**src/rtl/npu_host_master_if.sv**
```systemverilog
// npu_host_master_if: command, response and BRAM host-port signals of the host initiator.
interface npu_host_master_if #(
    parameter int ADDR_W = 16,
    parameter int DATA_W = 32
);
    logic              cmd_valid;
    logic              cmd_ready;
    logic [1:0]        cmd_op;
    logic [ADDR_W-1:0] cmd_addr;
    logic [DATA_W-1:0] cmd_data;
    logic [DATA_W-1:0] cmd_mask;
    logic              rsp_valid;
    logic              rsp_ready;
    logic [DATA_W-1:0] rsp_data;
    logic [1:0]        rsp_status;
    logic              busy;
    logic              ena;
    logic              wea;
    logic [ADDR_W-1:0] addra;
    logic [DATA_W-1:0] dina;
    logic [DATA_W-1:0] douta;
    modport master (
        input  cmd_valid, cmd_op, cmd_addr, cmd_data, cmd_mask, rsp_ready, douta,
        output cmd_ready, rsp_valid, rsp_data, rsp_status, busy, ena, wea, addra, dina
    );
    modport slave (
        output cmd_valid, cmd_op, cmd_addr, cmd_data, cmd_mask, rsp_ready, douta,
        input  cmd_ready, rsp_valid, rsp_data, rsp_status, busy, ena, wea, addra, dina
    );
endinterface

```
**src/rtl/npu_host_master.sv**
```systemverilog
// npu_host_master: executes WRITE/READ/POLL commands as NPU host-port transactions, one response each.
module npu_host_master #(
    parameter int ADDR_W       = 16,
    parameter int DATA_W       = 32,
    parameter int RD_LAT       = 1,
    parameter int POLL_TIMEOUT = 1023,
    parameter int POLL_GAP     = 2
) (
    input logic clk,
    input logic rst,
    npu_host_master_if.master h
);
    typedef enum logic [2:0] {IDLE, WR, RD_ISSUE, RD_WAIT, GAP, RESP} state_t;
    state_t            state, state_n;
    logic [1:0]        op, op_n, status_n;
    logic [ADDR_W-1:0] addr, addr_n;
    logic [DATA_W-1:0] data, data_n, mask, mask_n, rdata_n;
    logic [15:0]       n, n_n;
    logic [7:0]        cnt, cnt_n;
    logic              accept, match, timeout, issue_n;
    assign accept  = h.cmd_ready && h.cmd_valid;
    assign match   = ((h.douta ^ data) & mask) == '0;
    assign timeout = n == 16'(POLL_TIMEOUT);
    assign issue_n = state_n == WR || state_n == RD_ISSUE;
    always_comb begin
        state_n  = state;
        op_n     = op;
        addr_n   = addr;
        data_n   = data;
        mask_n   = mask;
        n_n      = n;
        cnt_n    = cnt;
        rdata_n  = h.rsp_data;
        status_n = h.rsp_status;
        case (state)
            IDLE: if (accept) begin
                op_n     = h.cmd_op;
                addr_n   = h.cmd_addr;
                data_n   = h.cmd_data;
                mask_n   = h.cmd_mask;
                n_n      = '0;
                rdata_n  = '0;
                status_n = h.cmd_op == 2'b11 ? 2'b10 : 2'b00;
                state_n  = h.cmd_op == 2'b00 ? WR : h.cmd_op == 2'b11 ? RESP : RD_ISSUE;
            end
            WR: begin
                rdata_n  = data;
                status_n = 2'b00;
                state_n  = RESP;
            end
            RD_ISSUE: begin
                n_n     = n + 16'd1;
                cnt_n   = '0;
                state_n = RD_WAIT;
            end
            RD_WAIT: if (cnt == 8'(RD_LAT - 1)) begin
                // a READ always finishes on its single sample; a POLL retries until match or timeout
                rdata_n  = h.douta;
                status_n = op == 2'b10 && !match && timeout ? 2'b01 : 2'b00;
                cnt_n    = '0;
                state_n  = op == 2'b01 || match || timeout ? RESP : POLL_GAP == 0 ? RD_ISSUE : GAP;
            end else cnt_n = cnt + 8'd1;
            GAP: begin
                cnt_n   = cnt + 8'd1;
                state_n = cnt == 8'(POLL_GAP - 1) ? RD_ISSUE : GAP;
            end
            RESP: state_n = h.rsp_ready ? IDLE : RESP;
            default: state_n = IDLE;
        endcase
    end
    always_ff @(posedge clk) begin
        if (rst) begin
            state        <= IDLE;
            op           <= '0;
            addr         <= '0;
            data         <= '0;
            mask         <= '0;
            n            <= '0;
            cnt          <= '0;
            h.cmd_ready  <= 1'b0;
            h.busy       <= 1'b0;
            h.rsp_valid  <= 1'b0;
            h.rsp_data   <= '0;
            h.rsp_status <= '0;
            h.ena        <= 1'b0;
            h.wea        <= 1'b0;
            h.addra      <= '0;
            h.dina       <= '0;
        end else begin
            state        <= state_n;
            op           <= op_n;
            addr         <= addr_n;
            data         <= data_n;
            mask         <= mask_n;
            n            <= n_n;
            cnt          <= cnt_n;
            h.cmd_ready  <= state_n == IDLE;
            h.busy       <= state_n != IDLE;
            h.rsp_valid  <= state_n == RESP;
            h.rsp_data   <= rdata_n;
            h.rsp_status <= status_n;
            h.ena        <= issue_n;
            h.wea        <= state_n == WR;
            h.addra      <= issue_n ? addr_n : '0;
            h.dina       <= state_n == WR ? data_n : '0;
        end
    end
endmodule

```
**src/flat_wrapper.sv**
```systemverilog
// flat-port wrapper written by rule: the top's interface ports become plain ports
module npu_host_master_flat 
#(
    parameter int ADDR_W       = 16,
    parameter int DATA_W       = 32,
    parameter int RD_LAT       = 1,
    parameter int POLL_TIMEOUT = 1023,
    parameter int POLL_GAP     = 2
)
  (clk, rst, h_cmd_valid, h_cmd_op, h_cmd_addr, h_cmd_data, h_cmd_mask, h_rsp_ready, h_douta, h_cmd_ready, h_rsp_valid, h_rsp_data, h_rsp_status, h_busy, h_ena, h_wea, h_addra, h_dina);
  npu_host_master_if #(.ADDR_W(ADDR_W), .DATA_W(DATA_W)) h_i ();
  input logic clk;
  input logic rst;
  input wire logic [$bits(h_i.cmd_valid)-1:0] h_cmd_valid;
  input wire logic [$bits(h_i.cmd_op)-1:0] h_cmd_op;
  input wire logic [$bits(h_i.cmd_addr)-1:0] h_cmd_addr;
  input wire logic [$bits(h_i.cmd_data)-1:0] h_cmd_data;
  input wire logic [$bits(h_i.cmd_mask)-1:0] h_cmd_mask;
  input wire logic [$bits(h_i.rsp_ready)-1:0] h_rsp_ready;
  input wire logic [$bits(h_i.douta)-1:0] h_douta;
  output wire logic [$bits(h_i.cmd_ready)-1:0] h_cmd_ready;
  output wire logic [$bits(h_i.rsp_valid)-1:0] h_rsp_valid;
  output wire logic [$bits(h_i.rsp_data)-1:0] h_rsp_data;
  output wire logic [$bits(h_i.rsp_status)-1:0] h_rsp_status;
  output wire logic [$bits(h_i.busy)-1:0] h_busy;
  output wire logic [$bits(h_i.ena)-1:0] h_ena;
  output wire logic [$bits(h_i.wea)-1:0] h_wea;
  output wire logic [$bits(h_i.addra)-1:0] h_addra;
  output wire logic [$bits(h_i.dina)-1:0] h_dina;
  assign h_i.cmd_valid = h_cmd_valid;
  assign h_i.cmd_op = h_cmd_op;
  assign h_i.cmd_addr = h_cmd_addr;
  assign h_i.cmd_data = h_cmd_data;
  assign h_i.cmd_mask = h_cmd_mask;
  assign h_i.rsp_ready = h_rsp_ready;
  assign h_i.douta = h_douta;
  assign h_cmd_ready = h_i.cmd_ready;
  assign h_rsp_valid = h_i.rsp_valid;
  assign h_rsp_data = h_i.rsp_data;
  assign h_rsp_status = h_i.rsp_status;
  assign h_busy = h_i.busy;
  assign h_ena = h_i.ena;
  assign h_wea = h_i.wea;
  assign h_addra = h_i.addra;
  assign h_dina = h_i.dina;
  npu_host_master #(.ADDR_W(ADDR_W), .DATA_W(DATA_W), .RD_LAT(RD_LAT), .POLL_TIMEOUT(POLL_TIMEOUT), .POLL_GAP(POLL_GAP)) u_core (.clk(clk), .rst(rst), .h(h_i));
endmodule
```
**config.mk**
```make
export PLATFORM = sky130hd
export DESIGN_NAME = npu_host_master_flat
export DESIGN_NICKNAME = d
export VERILOG_FILES = /design/src/rtl/npu_host_master_if.sv /design/src/rtl/npu_host_master.sv /design/src/flat_wrapper.sv
export SDC_FILE = /design/constraint.sdc
export NUM_CORES = 1
export LEC_CHECK = 0
export ABC_AREA = 1
export CORE_MARGIN = 8
export CORE_UTILIZATION = 49
export DETAILED_ROUTE_END_ITERATION = 10
export GPL_ROUTABILITY_DRIVEN = 1
export HOLD_SLACK_MARGIN = 0.1
export PLACE_DENSITY_LB_ADDON = 0.08
export SLEW_MARGIN = 20
export SYNTH_ARGS = -nofsm -noshare
export SYNTH_HDL_FRONTEND = slang
export SYNTH_SLANG_ARGS = --single-unit
```
**constraint.sdc**
```tcl
create_clock -name clk -period 2.1 [get_ports clk]
set_input_delay 0.42 -clock clk [delete_from_list [all_inputs] [get_ports clk]]
set_output_delay 0.42 -clock clk [all_outputs]
set_load 0.005 [all_outputs]
```
==> metrics.md, run 1 <==
| Metric | Value |
|---|---|
| Cell taking the most area after synthesis | dfxtp_1 |
| Count of port buffers added during placement | 204 |
| Detailed-route wire length per cell | 15.50 µm |
| Overall routed net length | 24070 µm |
| Crit-path leading delay family | simple AND/OR/NAND/NOR gates |
| Actual slew at the worst max-slew pin | 493.5 ps |
| Worst Path Arrival | 2380 ps |
| Share of post-route cells with drive strength above 1 | 0.08090 |
| Total number of yosys warnings | 0 |
| Die X-Extent | 143.9 µm |
| Leakage power figure | 4.664 nW |
| Design Power | 12.39 mW |
| First-pass GRT wire length | 37700 µm |
| Number of flops mapped to enable cells by yosys | 0 |
| Clock tree root buffer cell | clkbuf_16 |
| Post-synthesis sequential element count | 196 |
| Die extent in y | 143.9 µm |
| Core area | 15940 µm² |
| Post-synth design cell area | 8016 µm² |
| Mean number of vias per cell | 4.897 |
| Final instance area | 11220 µm² |
| Slowest CP cell | clkdlybuf4s50_1 |
| Mapped Cells | 1108 |
| Yosys top cell area share | 0.4895 |
| Maximum number of pins on one net before global-route repair | 70 |
| Placed Area | 10490 µm² |
| HPWL after DPL | 16810 µm |
| Most Frequent Cell on Critical Path | nand2_1 |
| Max Transition Viols Final | 0 |
| Worst reg2reg path startpoint | u_core.n[0]$_SDFFE_PP0P_ |
| Crit. End Element | flop |
| Final clock period utilization by the worst path | 0.9606 |
| Reg-to-reg critical path endpoint | u_core.h.addra[8]$_SDFF_PP0_ |
| Vias in the first global route | 7402 |
| Hold Crit Endpoint | u_core.mask[9]$_SDFFE_PP0P_ |
| Num CTS Buffers | 17 |
| Clock period minus worst slack | 2017 ps |
| I/O pins | 205 |
| Clk sinks | 196 |
| Overall die area | 20710 µm² |
| Net total in the final layout | 1446 |
| Critical path startpoint category | primary input |
| Worst path buffer plus inverter count | 2 |
| Register area share after synthesis | 0.4895 |
| Count leader, synth | nand2_1 |
| Met2 wire length | 11180 µm |
| Clock tree from TritonCTS | yes |
| Synth async-reset ratio | 0 |
| Slack of the worst reg-to-reg path | 140 ps |
| Gr ovfl total | 0 |
| Number of placement rows | 46 |
| Peak Freq | 0.4957 GHz |
| DR top layer | met4 |
| CP max FO | 9 |
| Worst Min Path Start | rst |
| Utilization of the core after routing | 0.7035 |
| Fill cell total of the finished layout | 1358 |
| Power density over the cells | 1105 nW/µm² |
| Biggest cell delay along the critical path | 520 ps |
| Final setup skew | 15.11 ps |
| Clk pin slew, worst setup/hold paths | 70 ps |
| Type of the most critical hold path | in2reg |
| Endpoints failing hold | 0 |
| Leading cell types by total area after synthesis | dfxtp_1, nand2_1, a21oi_1 |
| Area used by sequential logic in the layout | 3931 µm² |
| Synth unique cells | 35 |
| Status | finished clean |
| Avg Cell Area, Syn | 7.235 µm² |
| Most frequent cells after synthesis | nand2_1, dfxtp_1, inv_1, nor2_1, a21oi_1 |
| Main flop type after synthesis | dfxtp_1 |
| Final total negative setup slack | 0 ps |
| Skew-Pair Late Insertion Delay | 430 ps |
| Maximum Capacitance Violations | 0 |
| Last weighted congestion value of the routability-driven placer | 0.8011 |
| Number of antenna violations at the first check in global routing | 0 |
| Number of failing setup endpoints in the final timing report | 0 |
| Detailed-routed wire length on met3 | 1978 µm |
| VDD IR max | 0.6779 mV |
| First DRT Iteration DRCs | 392 |
| Hold Path Depth | 2 |
| Number of cell instances on the worst register-to-register path | 14 |
| Final ANT Viol Nets | 0 |
| Total nets after synthesis | 1231 |
| Routed metal-1 wirelength | 10570 µm |
| Area of the multi-input gates | 3357 µm² |
| Vias | 7605 |
| Effective utilization at floorplan | 0.5028 |
| Critical Path, Cell by Cell | clkdlybuf4s50_1 > nand2_1 > nand3_1 > nand2_1 > nor2_1 > nand2_1 > nor2_1 > nand2_1 > nand2_1 > nand2_2 > nand2_4 > nand4_4 > clkbuf_16 > a21oi_1 |
| Class of the most critical setup path | in2reg |
| Layout area overhead | 39.91% |
| Number of H-tree levels | 4 |
| Pre-antenna DRT Iters | 5 |
| Worst max-slew margin expressed relative to the limit | 0.6710 |
| DRC violation count after routing | 0 |
| Global router's overall resource usage | 0.2321 |
| Required time at the endpoint of the critical path | 2460 ps |
| Clock Tree Buf Depth | 2 |
layout by cell type, fill, tap and decap left out, drive strengths merged, types with 3 or more instances in the layout:
master	count
clkdlybuf4s50	201
inv	166
a21oi	136
or2	3
clkinvlp	3
nor3b	3
clkinv	4
o21ai	49
buf	41
nor3	37
a221oi	3
nand3	45
dfxtp	196
clkbuf	19
nand4	9
nor2	150
ha	5
mux2i	16
nand2	234
layout make-up:
| class | count | area share |
|---|---|---|
| Multi-Input combinational cell | 702 | 0.2993 |
| Inverter | 160 | 0.05355 |
| Antenna cell | 2 | 0.0004462 |
| Tap cell | 216 | 0.02410 |
| Clock inverter | 14 | 0.01283 |
| Sequential cell | 196 | 0.3505 |
| Clock buffer | 17 | 0.03793 |
| Timing Repair Buffer | 246 | 0.2213 |
registers in the layout, indices dropped and copies added (netlist names), 2 cells and up:
register	cells
u_core.data	32
u_core.h.dina	32
u_core.h.rsp_data	32
u_core.mask	32
u_core.addr	16
u_core.h.addra	16
u_core.n	16
u_core.cnt	8
u_core.state	3
u_core.h.rsp_status	2
u_core.op	2
per-layer routing:
| layer | vias up | global-route usage |
|---|---|---|
| met5 | - | 0 |
| met4 | 0 | 0.06309 |
| met3 | 27 | 0.07963 |
| met2 | 219 | 0.3764 |
| met1 | 3430 | 0.2868 |
| li1 | 3929 | - |
cell families (layout without fill, tap and decap cells):
group / after synthesis / count (layout) / share of synthesized area
multiplexers: 16 / 16 / 0.01998
other: 0 / 2 / 0
adder cells (fa/ha/maj): 5 / 5 / 0.007804
buffers and inverters: 210 / 437 / 0.1016
flip-flops: 196 / 196 / 0.4895
AO/OA/AOI/OAI: 194 / 194 / 0.1263
AND/OR/NAND/NOR: 484 / 484 / 0.2516
XOR/XNOR: 3 / 3 / 0.003278
through the flow:
stage | std cells | setup slack, ps | hold WS (ps)
floorplan | 1108 | 205.6 | 438.1
CTS | 1547 | 30.83 | 297.8
finish | 1553 | 82.73 | 322.8
global route | 1551 | -4.390 | 292.7
detailed placement | 1516 | -293.2 | 454.2
global placement | 1516 | -253.4 | 452.8
timing repair:
item	in CTS	in global routing
hold endpoints to repair	0	0
gates cloned	0	2
hold buffers	0	0
pin swaps	0	4
setup endpoints to repair	8	82
gates resized for setup	1	27
setup buffers	0	2
how the worst max path moves through the flow:
stage | start | end | cells past startpoint
final | h_douta[6] | u_core.h.addra[8]$_SDFF_PP0_ | 14
after global routing | u_core.n[0]$_SDFFE_PP0P_ | u_core.h.addra[6]$_SDFF_PP0_ | 14
after CTS | u_core.n[0]$_SDFFE_PP0P_ | u_core.h.addra[0]$_SDFF_PP0_ | 14
after detailed placement | h_douta[27] | u_core.h.addra[9]$_SDFF_PP0_ | 14
after global placement | h_douta[30] | u_core.h.addra[9]$_SDFF_PP0_ | 14
after floorplan | u_core.cnt[0]$_SDFFE_PP0P_ | u_core.h.dina[10]$_SDFF_PP0_ | 12
power breakdown:
| part | switching, mW | internal [mW] | total, mW |
|---|---|---|---|
| clock network | 1.52 | 1.67 | 3.19 |
| logic | 2.42 | 2.02 | 4.44 |
| registers | 0.351 | 4.42 | 4.77 |
| total | 4.29 | 8.10 | 12.4 |
No activity file was read; power rests on OpenSTA's default activity.
==> inputs of run 2 (changes only) <==
--- a/config.mk
+++ b/config.mk
@@ -7,7 +7,7 @@
 export LEC_CHECK = 0
 export ABC_AREA = 1
 export CORE_MARGIN = 8
-export CORE_UTILIZATION = 49
+export CORE_UTILIZATION = 30
 export DETAILED_ROUTE_END_ITERATION = 10
 export GPL_ROUTABILITY_DRIVEN = 1
 export HOLD_SLACK_MARGIN = 0.1
==> metrics.md, run 2 (synthesis results as in run 1) <==
| Metric | Value |
|---|---|
| Status | finished clean |
| Num CTS Buffers | 17 (unchanged) |
| Share of total power in combinational logic | 0.363 (+0.005) |
| Crit. End Element | flop |
| Final ANT Viol Nets | 0 (unchanged) |
| Design Power | 12.62 mW (+1.8%) |
| CP max FO | 5 (-4) |
| Class of the most critical setup path | in2reg |
| Share of post-route cells with drive strength above 1 | 0.09517 (+0.01427) |
| Clock tree from TritonCTS | yes |
| Die X-Extent | 179.5 µm (+25%) |
| Clock period minus worst slack | 2053 ps (+35.37 ps) |
| Worst Min Path Start | h_douta[27] |
| Internal Pwr Total | 8.165 mW (+0.74%) |
| Capture point of the critical path | u_core.h.addra[0]$_SDFF_PP0_ |
| Number of H-tree levels | 4 (unchanged) |
| Clock Tree Buf Depth | 2 (unchanged) |
| Reg-to-reg critical path endpoint | u_core.h.addra[0]$_SDFF_PP0_ |
| Final total negative setup slack | 0 ps (unchanged) |
| Launching instance or port of the critical path | h_douta[23] |
| Maximum Capacitance Violations | 0 (unchanged) |
| Count of port buffers added during placement | 204 (unchanged) |
| Fill cell total of the finished layout | 2797 (+110%) |
| Setup slack at placement | -429.4 ps (-136.2 ps) |
| Core area | 26580 µm² (+67%) |
| Worst Path Arrival | 2410 ps (+30 ps) |
| Vias | 7535 (-0.92%) |
| Slowest CP cell | clkdlybuf4s50_1 |
| I/O pins | 205 (unchanged) |
| Gr ovfl total | 0 (unchanged) |
| Slack of the worst reg-to-reg path | 70 ps (-70 ps) |
| Layout area overhead | 43.80% |
| Overall die area | 32210 µm² (+56%) |
| Sw Pwr | 4.453 mW (+3.8%) |
| Last weighted congestion value of the routability-driven placer | 0.7869 (-1.8%) |
| Power density over the cells | 1095 nW/µm² (-0.95%) |
| VDD IR max | 0.5703 mV (-16%) |
| Maximum number of pins on one net before global-route repair | 69 (-1.4%) |
| Type of the most critical hold path | in2reg |
| Die extent in y | 179.5 µm (+25%) |
| Post-route setup slack | 47.36 ps (-35.37 ps) |
| Clk sinks | 196 (unchanged) |
| Max Transition Viols Final | 0 (unchanged) |
| Vias in the first global route | 7420 (+0.24%) |
| Most frequent standard cell in the layout excluding fill and tap cells | nand2_1 |
| CTS Hold Buffers Added | 0 (unchanged) |
| Number of antenna violations at the first check in global routing | 1 (+1) |
| Number of cell instances on the worst register-to-register path | 14 (unchanged) |
| Mean number of vias per cell | 4.469 (-8.7%) |
| Ant diodes | 0 (-2) |
| Peak Freq | 0.4872 GHz (-1.7%) |
| Required time at the endpoint of the critical path | 2460 ps (about the same) |
| Endpoints failing hold | 0 (unchanged) |
| Sequential share of power | 0.378 (-0.007) |
| Actual slew at the worst max-slew pin | 459.7 ps (-33.83 ps) |
| Number of placement rows | 60 (+30%) |
| Net total in the final layout | 1456 (+0.69%) |
| Worst max-slew margin expressed relative to the limit | 0.6907 (+0.01972) |
| Clk pin slew, worst setup/hold paths | 80 ps (about the same) |
| Final Hold Slack | 357.4 ps (+34.57 ps) |
| Detailed-route wire length per cell | 16.19 µm (+4.5%) |
| First DRT Iteration DRCs | 393 (+0.26%) |
| Clock tree root buffer cell | clkbuf_16 |
| Final setup skew | 17.46 ps (+2.355 ps) |
| First-pass GRT wire length | 41980 µm (+11%) |
| Area used by sequential logic in the layout | 3929 µm² (about the same) |
| Overall routed net length | 27300 µm (+13%) |
| Critical Path, Cell by Cell | clkdlybuf4s50_1 > nand2_1 > nand3_1 > nand2_1 > nor2_1 > nand2_1 > nor2_1 > nand2_1 > nand2_1 > nand2_2 > nand2_4 > nand4_4 > clkbuf_16 > a21oi_1 |
| Pre-antenna DRT Iters | 4 (-1) |
| Worst reg2reg path startpoint | u_core.n[1]$_SDFFE_PP0P_ |
| Fraction of power spent switching nets | 0.3529 (+0.006807) |
| HPWL after DPL | 19130 µm (+14%) |
| Most Frequent Cell on Critical Path | nand2_1 |
| DRC violation count after routing | 0 (unchanged) |
| Effective utilization at floorplan | 0.3016 (-0.2012) |
| RSZ-0062 raised after global routing | yes |
| Global router's overall resource usage | 0.1654 (-0.06670) |
| Highest-count cells in the layout ignoring fill and taps | nand2_1, clkdlybuf4s50_1, dfxtp_1 |
| Final clock period utilization by the worst path | 0.9774 (+0.01684) |
| Number of failing setup endpoints in the final timing report | 0 (unchanged) |
| Area of the multi-input gates | 3396 µm² (+1.2%) |
| Leakage power figure | 4.771 nW (+2.3%) |
| Skew-Pair Late Insertion Delay | 430 ps (about the same) |
| Biggest cell delay along the critical path | 490 ps (-30 ps) |
| Clk network pwr share | 0.259 (+0.002) |
| Critical path startpoint category | primary input |
-- run 2: timing repair --
action	CTS	global route
endpoints found under the setup margin	1	71
resized for setup	1	41
cloned	0	3
setup buffers	0	4
pin swaps	0	10
-- run 2: layer usage --
layer	GRT usage	vias to the layer above	wire [µm]
met5	0	-	8
met4	0.04068	2	289
met3	0.05161	17	1532
met2	0.2752	158	12770
met1	0.2052	3414	12700
li1	-	3944	-
-- run 2: cell type report --
class	count	area share
sequential	196	0.3408
multi-input combinational	702	0.2946
timing repair buffer	256	0.2254
inverter	160	0.05210
clock buffer	18	0.03723
tap	341	0.03701
clock inverter	13	0.01281
-- run 2: worst min-delay path by stage --
stage               cells after the start  slack, ps                                 end
finish                                  3        360  u_core.h.rsp_data[27]$_SDFFE_PP0P_
global route                            3        380  u_core.h.rsp_data[26]$_SDFFE_PP0P_
CTS                                     4        410          u_core.cnt[1]$_SDFFE_PP0P_
detailed placement                      2        460        u_core.mask[25]$_SDFFE_PP0P_
global placement                        2        450        u_core.mask[25]$_SDFFE_PP0P_
floorplan                               2        440           u_core.op[0]$_SDFFE_PP0P_
-- run 2: power groups by stage --
stage	Combinational, mW	Clock [mW]	Sequential (mW)
finish	4.58	3.27	4.76
global route	5.12	3.50	4.85
CTS	4.47	3.37	4.76
detailed placement	4.44	0	4.84
global placement	4.45	0	4.84
floorplan	2.19	0	4.82
-- run 2: worst max-delay path: cells and delay by family --
family	cells	cell delay [ps]
buffers and inverters	2	730
AO/OA/AOI/OAI	1	120
AND/OR/NAND/NOR	11	1140
-- run 2: through the flow --
stage,utilization,instances,area (µm²)
3_3_place_gp,0.4036,1648,10730
3_5_place_dp,0.4036,1648,10730
5_1_grt,0.4338,1686,11530
6_report,0.4338,1686,11530
2_1_floorplan,-,1108,8016
4_1_cts,0.4254,1679,11310
==> RTL edit (settings of run 2) <==
Re-encode `state_t` (6 states) as Gray code, 3 bits wide.
--- a/src/rtl/npu_host_master.sv
+++ b/src/rtl/npu_host_master.sv
@@ -10,7 +10,7 @@
     input logic rst,
     npu_host_master_if.master h
 );
-    typedef enum logic [2:0] {IDLE, WR, RD_ISSUE, RD_WAIT, GAP, RESP} state_t;
+    typedef enum logic [2:0] {IDLE = 3'b000, WR = 3'b001, RD_ISSUE = 3'b011, RD_WAIT = 3'b010, GAP = 3'b110, RESP = 3'b111} state_t;
     state_t            state, state_n;
     logic [1:0]        op, op_n, status_n;
     logic [ADDR_W-1:0] addr, addr_n;
Behaviour: same outputs for any inputs over 10 cycles, from zero or initial values and one cycle with rst high; not proved beyond that.
==> RTL edit against run 2 <==
Cell count is 6.0% lower; routed wire length is 1.4% lower; total power is 12% higher; synthesized area down 2.0%; sequential cell count is the same; setup slack better by 73 ps; count of clock-buffer cells in the layout increased by 3; sequential share of layout area up 0.98 points; design area fell by 2.8%; critical path depth fell by 2; clock skew grew 9.6 ps; critical endpoint is now u_core.h.dina[8]; largest cell class unchanged.
==> RTL edit: results (changes against run 2) <==
pwr:
  ir_worst_vdd_v: 0.000650  # was 0.000570 V
  p_leak_uw: 0.00463  # was 0.00477 uW
setup_path:
  critPathLaunch: "u_core.n[0]"  # was h_douta[23]
  max_stage_delay_ps: 350  # was 490 ps
  crit_slowest_cell: "dfxtp_2"  # was clkdlybuf4s50_1
  critPathMaxFanout: 7  # was 5
cells_and_area:
  layout.nets: 1358  # was 1456
  layout-drive-gt1-share_pct: 10.9  # was 9.52%
  num-fill-cells: 2614  # was 2797
routing:
  m1WireLength_mm: 12.9  # was 12.7 mm
  viasPerCell: 4.60  # was 4.47
  wl_met3_mm: 2.27  # was 1.53 mm
  drt_iter0_drc: 425  # was 393
  route.met2.wl_mm: 11.4  # was 12.8 mm
  drtPass1Iterations: 6  # was 4
  finalWirelength_mm: 26.9  # was 27.3 mm
place:
  hpwl_mm: 18.6  # was 19.1 mm
  placed_area_mm2: 0.0105  # was 0.0107 mm2
  place.gp.congestion: 0.796  # was 0.787
yosys:
  synth_cell_types: 36  # was 35
  yosysWarnings: 0  # unchanged
  synth_area_leaders: "dfxtp_1, nor2_1, nand2_1"  # was dfxtp_1, nand2_1, a21oi_1
  synth_commonest_cells: "nor2_1, dfxtp_1, nand2_1"  # was nand2_1, dfxtp_1, inv_1
  synthesis.nets: 1141  # was 1231
  yosysSeqAreaShare_pct: 50.0  # was 48.9%
global_route:
  grt_max_degree: 67  # was 69
  antenna_found_initial: 3  # was 1
  use_met3_pct: 6.02  # was 5.16%
  use_met2_pct: 25.5  # was 27.5%
  grt_use_met1_pct: 22.2  # was 20.5%
  grt_pass1_wl_mm: 40.9  # was 42.0 mm
  track_usage_pct: 16.8  # was 16.5%
sta:
  tightest_slew_ps: 517  # was 460 ps
  fin_skew_ps: 27.1  # was 17.5 ps
clock_tree:
  clockBufferDepth: 2  # unchanged
outcome:
  outcome: "complete, no violations"  # unchanged
RTL edit: timing repair:
item                                    CTS  global route
endpoints found under the setup margin    0            46
gates resized for setup                   0            23
setup buffers                             0             1
RTL edit: final cells by class:
cell class / count / area, um2 / area share [%]
Sequential cell: 196 / 3930 / 35.1
Multi-Input combinational cell: 676 / 3380 / 30.2
Timing Repair Buffer: 246 / 2530 / 22.6
Clock buffer: 21 / 470 / 4.20
Tap cell: 335 / 419 / 3.74
Inverter: 99 / 373 / 3.33
Clock inverter: 11 / 93.8 / 0.838
Antenna cell: 1 / 2.50 / 0.0223
RTL edit: through the flow:
| step | setup WS [ps] | hold WS, ps | setup TNS [ps] | std cells |
|---|---|---|---|---|
| after floorplan | 409 | 438 | 0 | 1019 |
| after global placement | -369 | 446 | -17860 | 1548 |
| after detailed placement | -396 | 453 | -18770 | 1548 |
| final | 120 | 304 | 0 | 1585 |
| after CTS | 64.7 | 452 | 0 | 1580 |
| after global routing | -5.83 | 326 | -23.7 | 1585 |
RTL edit: report_power, final:
group          leakage, uW  internal [uW]  switching (uW)
registers          0.00160           4480             388
logic              0.00276           2590            3480
clock network     0.000270           1640            1510
total              0.00463           8710            5380
RTL edit: path summary, 6_finish.rpt:
kind                                               to  slack, ps  cells after the start
worst max-delay path                 u_core.h.dina[8]        120                     12
worst min register to register            u_core.n[0]        460                      1
worst min-delay path            u_core.h.rsp_data[27]        300                      3
worst max register to register       u_core.h.dina[8]        120                     12
RTL edit: cell families after synthesis:
family	after synthesis	share of synthesized area, %
simple gates	474	26.0
flops	196	50.0
compound gates	181	13.6
buf+inv	147	7.60
mux	16	2.04
fa+ha+maj	4	0.637
xor+xnor	1	0.112
